<file path="src/rtl/dmem_access_ctrl_pkg.sv">
// Shared types for the data-memory access controller.
// State and size encodings plus the byte-merge helper.
package dmem_access_ctrl_pkg;

  localparam int unsigned ADDR_W_DEF = 16;
  localparam int unsigned DATA_W_DEF = 16;

  typedef enum logic [1:0] {
    S_IDLE  = 2'd0,
    S_READ  = 2'd1,
    S_WRITE = 2'd2,
    S_RESP  = 2'd3
  } state_t;

  typedef enum logic {
    SZ_WORD = 1'b0,
    SZ_BYTE = 1'b1
  } size_t;

  typedef struct packed {
    logic  we;
    size_t size;
    logic  sgn;
  } req_ctl_t;

  function automatic logic [15:0] merge_byte(
    input logic [7:0] hi,
    input logic [7:0] lo
  );
    return {hi, lo};
  endfunction

endpackage

</file>
<file path="src/rtl/dmem_access_ctrl_extend.sv">
// Load-data byte/word select with sign or zero extension.
// Purely combinational; reusable by any load path.
import dmem_access_ctrl_pkg::*;

module dmem_load_extend #(
  parameter int unsigned DATA_W = DATA_W_DEF
) (
  input  logic [DATA_W-1:0] word,
  input  size_t             size,
  input  logic              sgn,
  output logic [DATA_W-1:0] data
);

  logic [DATA_W-1:0] sext;
  logic [DATA_W-1:0] zext;

  assign sext = {{(DATA_W-8){word[7]}}, word[7:0]};
  assign zext = {{(DATA_W-8){1'b0}}, word[7:0]};

  // pick the full word or the extended low byte
  always_comb begin
    data = word;
    unique case (1'b1)
      (size == SZ_WORD):         data = word;
      (size == SZ_BYTE && sgn):  data = sext;
      (size == SZ_BYTE && !sgn): data = zext;
      default:                   data = word;
    endcase
  end

endmodule

</file>
<file path="src/rtl/dmem_access_ctrl.sv">
// Data-memory initiator: single load/store requests to ren/wen cycles.
// Byte stores are merged by read-modify-write of the 16-bit word.
import dmem_access_ctrl_pkg::*;

module dmem_access_ctrl #(
  parameter int unsigned ADDR_W = ADDR_W_DEF,
  parameter int unsigned DATA_W = DATA_W_DEF
) (
  input  logic              clk,
  input  logic              rst,
  input  logic              req,
  input  logic              req_we,
  input  logic              req_byte,
  input  logic              req_signed,
  input  logic [ADDR_W-1:0] req_addr,
  input  logic [DATA_W-1:0] req_wdata,
  output logic              busy,
  output logic              done,
  output logic [DATA_W-1:0] rdata,
  output logic [ADDR_W-1:0] mem_addr,
  output logic [DATA_W-1:0] mem_din,
  output logic              mem_wen,
  output logic              mem_ren,
  input  logic [DATA_W-1:0] mem_dout
);

  state_t            state;
  state_t            nxt;
  req_ctl_t          ctl_q;
  logic [ADDR_W-1:0] addr_q;
  logic [DATA_W-1:0] wdata_q;
  logic [7:0]        cap_hi_q;
  logic [DATA_W-1:0] rdata_q;
  logic [DATA_W-1:0] ext_data;
  logic [DATA_W-1:0] merged;

  assign merged = merge_byte(cap_hi_q, wdata_q[7:0]);
  assign rdata  = rdata_q;

  dmem_load_extend #(
    .DATA_W(DATA_W)
  ) u_ext (
    .word (mem_dout),
    .size (ctl_q.size),
    .sgn  (ctl_q.sgn),
    .data (ext_data)
  );

  // state register
  always_ff @(posedge clk) begin
    if (rst) begin
      state <= S_IDLE;
    end else begin
      state <= nxt;
    end
  end

  // latch the request when it is accepted from idle
  always_ff @(posedge clk) begin
    if (rst) begin
      ctl_q   <= '0;
      addr_q  <= '0;
      wdata_q <= '0;
    end else if (state == S_IDLE && req) begin
      ctl_q.we   <= req_we;
      ctl_q.size <= req_byte ? SZ_BYTE : SZ_WORD;
      ctl_q.sgn  <= req_signed;
      addr_q     <= req_addr;
      wdata_q    <= req_wdata;
    end
  end

  // sample memory data only at the read exit, never while it is Z
  always_ff @(posedge clk) begin
    if (rst) begin
      cap_hi_q <= '0;
      rdata_q  <= '0;
    end else if (state == S_READ) begin
      cap_hi_q <= mem_dout[DATA_W-1:8];
      if (!ctl_q.we) begin
        rdata_q <= ext_data;
      end
    end
  end

  // next state and state-decoded memory strobes
  always_comb begin
    nxt      = state;
    busy     = 1'b1;
    done     = 1'b0;
    mem_ren  = 1'b0;
    mem_wen  = 1'b0;
    mem_addr = '0;
    mem_din  = '0;
    unique case (state)
      S_IDLE: begin
        busy = 1'b0;
        if (req) begin
          nxt = (req_we && !req_byte) ? S_WRITE : S_READ;
        end
      end
      S_READ: begin
        mem_ren  = 1'b1;
        mem_addr = addr_q;
        nxt      = ctl_q.we ? S_WRITE : S_RESP;
      end
      S_WRITE: begin
        mem_wen  = 1'b1;
        mem_addr = addr_q;
        mem_din  = (ctl_q.size == SZ_BYTE) ? merged : wdata_q;
        nxt      = S_RESP;
      end
      S_RESP: begin
        done = 1'b1;
        nxt  = S_IDLE;
      end
      default: nxt = S_IDLE;
    endcase
  end

endmodule
</file>
<file path="config.mk">
export PLATFORM = sky130hd
export DESIGN_NAME = dmem_access_ctrl
export DESIGN_NICKNAME = d
export VERILOG_FILES = /design/src/rtl/dmem_access_ctrl_pkg.sv /design/src/rtl/dmem_access_ctrl_extend.sv /design/src/rtl/dmem_access_ctrl.sv
export SDC_FILE = /design/constraint.sdc
export NUM_CORES = 1
export LEC_CHECK = 0
export ABC_AREA = 1
export BUFFER_PORTS_ARGS = -buffer_cell sky130_fd_sc_hd__buf_2
export CORE_MARGIN = 10
export CORE_UTILIZATION = 44
export DETAILED_ROUTE_END_ITERATION = 10
export GPL_ROUTABILITY_DRIVEN = 0
export PLACE_DENSITY_LB_ADDON = 0.1
export SETUP_SLACK_MARGIN = 0.02
export SLEW_MARGIN = 20
export SYNTH_ARGS = -nofsm -noshare
export SYNTH_HDL_FRONTEND = slang
export SYNTH_HIERARCHICAL = 1
export SYNTH_SLANG_ARGS = --single-unit
</file>
<file path="constraint.sdc">
create_clock -name clk -period 1.42 [get_ports clk]
set_input_delay 0.213 -clock clk [delete_from_list [all_inputs] [get_ports clk]]
set_output_delay 0.213 -clock clk [all_outputs]
set_load 0.005 [all_outputs]
</file>
* Yosys cells after proc, flatten, opt, wreduce, memory -nomap -nowiden
Cells that the tools add are included.
Storage, ports and cells: input bits 54, word-level logic and storage cells 35, output and inout port bits 52, register bits after elaboration 61
Operators by class: equal/unequal tests 4, mux-type cells 13, bitwise operators 1, reductions and logical operators 9
Operator list (number):
- $mux W16 | 3
- $pmux W16 S2 | 1
- $pmux W2 S4 | 1
- $mux W1 | 6
- $eq A2 B2 Y1 const B | 2
- $logic_and A1 B1 Y1 | 4
- $mux W2 | 2
- $eq A2 B1 Y1 const B | 1
- $logic_not A1 Y1 | 2
- $logic_not A2 Y1 | 1
- $ne A2 B2 Y1 const B | 1
- $reduce_and A2 Y1 | 1
- $reduce_or A2 Y1 | 1
- $not A1 Y1 | 1

* Logic depth before layout (Yosys ltp)
word-level depth 5, mapped depth 8, mapped depth without buffers 7

* By module
The synthesis kept the hierarchy.
By module, submodules not included:
- dmem_access_ctrl | cells each 361, instances 1, sequential area each 1221.2 um^2, area each 2593.7 um^2
- dmem_load_extend | cells each 26, instances 1, sequential area each 0.0 um^2, area each 133.9 um^2

* Worst setup path after synthesis
No wires, ideal clock.
path kind register -> output, start reg state[1], end out mem_addr[10], buffers on the path 2, stages on the path, launching flop included 7, slack 0.041 ns, arrival 1.166 ns, required time 1.207 ns, path through dfxtp_1 inv_1 ha_1 buf_2 buf_2 nand2_1 inv_1
On the way: cells in the longest elaborated chain, start to end 3, elaborated cells between the ends (all ways) 4, those cells by class eq/ne (2); mux (1); reduce/logical (1)
Ends and longest elaborated chain:
- start: declaration | line dmem_access_ctrl.sv:27 | state_t state;
- start signal: assignment | line dmem_access_ctrl.sv:54 | state <= nxt;
- $eq A2 B1 Y1 or $eq A2 B2 Y1 (tied branches) | line dmem_access_ctrl.sv:95 | unique case (state)
- $reduce_or A2 Y1 (no source line) (*)
- $mux W16 (*) | line dmem_access_ctrl.sv:95
- end: declaration | line dmem_access_ctrl.sv:20 | output logic [ADDR_W-1:0] mem_addr,
Mark *: on every way between the ends. The rest lies on a longest branch, timed or not.

* Worst setup path in the final report
start reg state[1], end out mem_addr[12]
The elaborated chain is that of the path after synthesis.

==> results.cfg <==
[worst_hold_path]
holdPathEnd = state[0]
holdPathStages = 2
min_path_type = in -> reg
hold_path.startpoint = rst

[pwr]
static-leakage-power_nw = 1.97
peakVddDrop_v = 0.000970
power.density_cell_area_nw_per_um2 = 1930
totalPowerFinal_mw = 6.99

[drt]
postRouteWirelength_mm = 7.24
dr.first_iter.drc_count = 68
remaining_drc_errors = 0
ant_nets = 0
num_vias = 2649
wl_per_cell_um = 12.7
detail_route.vias_per_cell = 4.64
firstDrtPassIters = 4

[clock_tree]
tritoncts = yes
ctsLongestPathBuffers = 2
cts-root-buf = clkbuf_8
worst_setup_hold_path_clk_slew_ps = 70
clock_latency_ps = 320
clock_tree.htree_level_count = 3
num_cts_buffers = 9
cts.sink_count = 61
post_cts_hold_buffer_count = 0

[floorplanning]
dieWidth_um = 98.7
floorplan.rows = 28
initial_core_util = 0.458
die_area_um2 = 9750
die_height_um = 98.7
core_um2 = 5960
pin_count = 106

[global_routing]
number_of_global_route_vias_before_repair = 2573
grtUsageTotal = 0.145
met3_usage = 0.0712
global_route.usage.met1 = 0.167
grt.busiest_layer = met2
gr-usage-met2 = 0.233
globalRouteOverflowTotal = 0
grt_first_pass_wirelength_mm = 11.9
grt_max_degree = 45
antenna_found_initial = 1

[finish]
num-fill-cells = 607
antennaDiodeCount = 0
final_core_util = 0.608
layout-drive-gt1-share = 0.339
syn_to_final_growth_pct = 32.8
post_layout_nonfiller_instances = 571
total_number_of_nets_in_the_final_design = 551

[critical_path]
timing.critical_path.required_ps = 1210
critical_path.endpoint_type = primary output
worst-path-max-fanout = 8
timing.setup.critical_path_class = reg -> out
startpoint_class = register
critPathArrivalTime_ps = 1400
r2r_setup_slack_ps = 120
ff2ff_path_depth = 6
worst_r2r_start = state[0]
timing.rr.end = cap_hi_q[6]

[place]
io_buffers = 105
dp_hpwl_mm = 5.24
pre_cts_worst_setup_slack_ps = -37.3
dp.cells = 549

[synthesis]
synth.yosys.seq_area_share = 0.448
synth.avg_cell_area_um2 = 7.05
yosys.area.top_type = dfxtp_1
yosys_warnings = 6
ys_async_sr_fraction = 0
synthDominantCellAreaShare = 0.448
synth_common_cells = nor2_1, o21ai_0, dfxtp_1, nand2_1, inv_1
synth-seq-cells = 61
mappedNetlistArea_um2 = 2730
synth_cell_type_count = 20
synth.most_common_cell = nor2_1
syn-instance-count = 387
synth-edff-count = 0
dominantRegCellSynth = dfxtp_1
synth.area.top_cells = dfxtp_1, nor2_1, o21ai_0, nand2_1, inv_1
postSynthNetCount = 447

[job]
max_cap_violations = 0

[sta]
fmax_mhz = 618
min_period_over_period = 1.14
rsz_0062_raised_after_global_routing = true
relative_slew_slack = 0.856
tightestPinTransition_ps = 216
report.final.slew_viol_count = 0
fin_worst_skew_ps = 5.63
timing.final.hold_violations = 0
postLayoutSetupSlackWorst_ps = -197
period_needed_ps = 1620
setup_viol = 33

[run_status]
outcome = complete, but fails checks
violations_in_the_final_reports = negative setup slack
## state kept, by name, summed over array words and instances, names as in the netlist
name	count
rdata	16
ctl_q	3
wdata_q	16
addr_q	16
state	2
cap_hi_q	8
## worst max path at each step
stage,slack (ps),cells after the start,start,endpoint
3_5_place_dp,-40,6,state[1],rdata[12]
4_1_cts,-190,6,state[0],mem_addr[3]
6_report,-200,6,state[1],mem_addr[12]
3_3_place_gp,10,6,state[1],rdata[0]
2_1_floorplan,40,6,state[1],mem_addr[10]
5_1_grt,-260,6,state[1],mem_addr[12]
## worst max-delay path, cell delays in order (launching register included)
cell and delay [ps]:
dfxtp_2 360, inv_4 60, ha_4 300, clkbuf_16 160
nand2_2 60, inv_2 50, buf_6 80
## metal layers
metal / vias to the layer above / share of wire / wire length (µm)
met5: - / 0.0015 / 11
met2: 85 / 0.46 / 3360
met4: 2 / 0.0040 / 29
li1: 1392 / - / -
met3: 4 / 0.098 / 706
met1: 1166 / 0.43 / 3140
## logic make-up (layout without fill, tap and decap cells)
group,after synthesis,in the layout,synth area share
DFF,61,61,0.448
AOI/OAI and AO/OA,72,72,0.132
and+or+nand+nor,183,183,0.260
buffers and inverters,65,174,0.133
adders and majority gates,6,6,0.0275
## area by class of cell
cell class	count	area, µm²	share of cell area
clock buffers	12	155	0.0428
clock inverters	4	22.5	0.00622
inverters	38	159	0.0439
multi-input cells	261	1220	0.337
flip-flops and latches	61	1220	0.338
well taps	75	93.8	0.0259
repair buffers	120	744	0.206
## layout by cell type (no fill, tap or decap)
cell,instances
nor2_1,130
buf_2,98
o21ai_0,60
dfxtp_1,58
nand2_1,41
inv_1,25
clkbuf_8,11
nand2_2,10
o21ai_1,9
buf_6,9
buf_4,9
inv_2,8
clkinv_2,4
ha_4,4
inv_4,3
a21oi_1,3
dfxtp_2,3
buf_12,3
inv_8,1
nand2_8,1
ha_1,1
ha_2,1
clkinvlp_4,1
clkbuf_1,1
clkbuf_16,1
nand3_2,1
## where the power goes
group / leakage (nW) / internal (mW) / total [mW] / switching [mW]
sequential: 0.504 / 2.25 / 2.53 / 0.283
clock: 0.0921 / 0.720 / 1.38 / 0.661
combinational: 1.37 / 1.40 / 3.08 / 1.68
## metrics by stage
step / hold WS [ps] / cell area (µm²) / TNS (ps)
finish: 54.0 / 3620 / -4510
global route: 31.0 / 3620 / -6860
CTS: 36.2 / 3510 / -4310
detailed placement: 401 / 3240 / -207
global placement: 401 / 3240 / 0
floorplan: 282 / 2730 / 0
## what timing repair did
action	in CTS	in global routing
gates resized for setup	22	28
pin swaps	0	4
setup endpoints to repair	57	34
setup buffers	4	1
cloned	0	1
No activity file was read; power rests on OpenSTA's default activity.
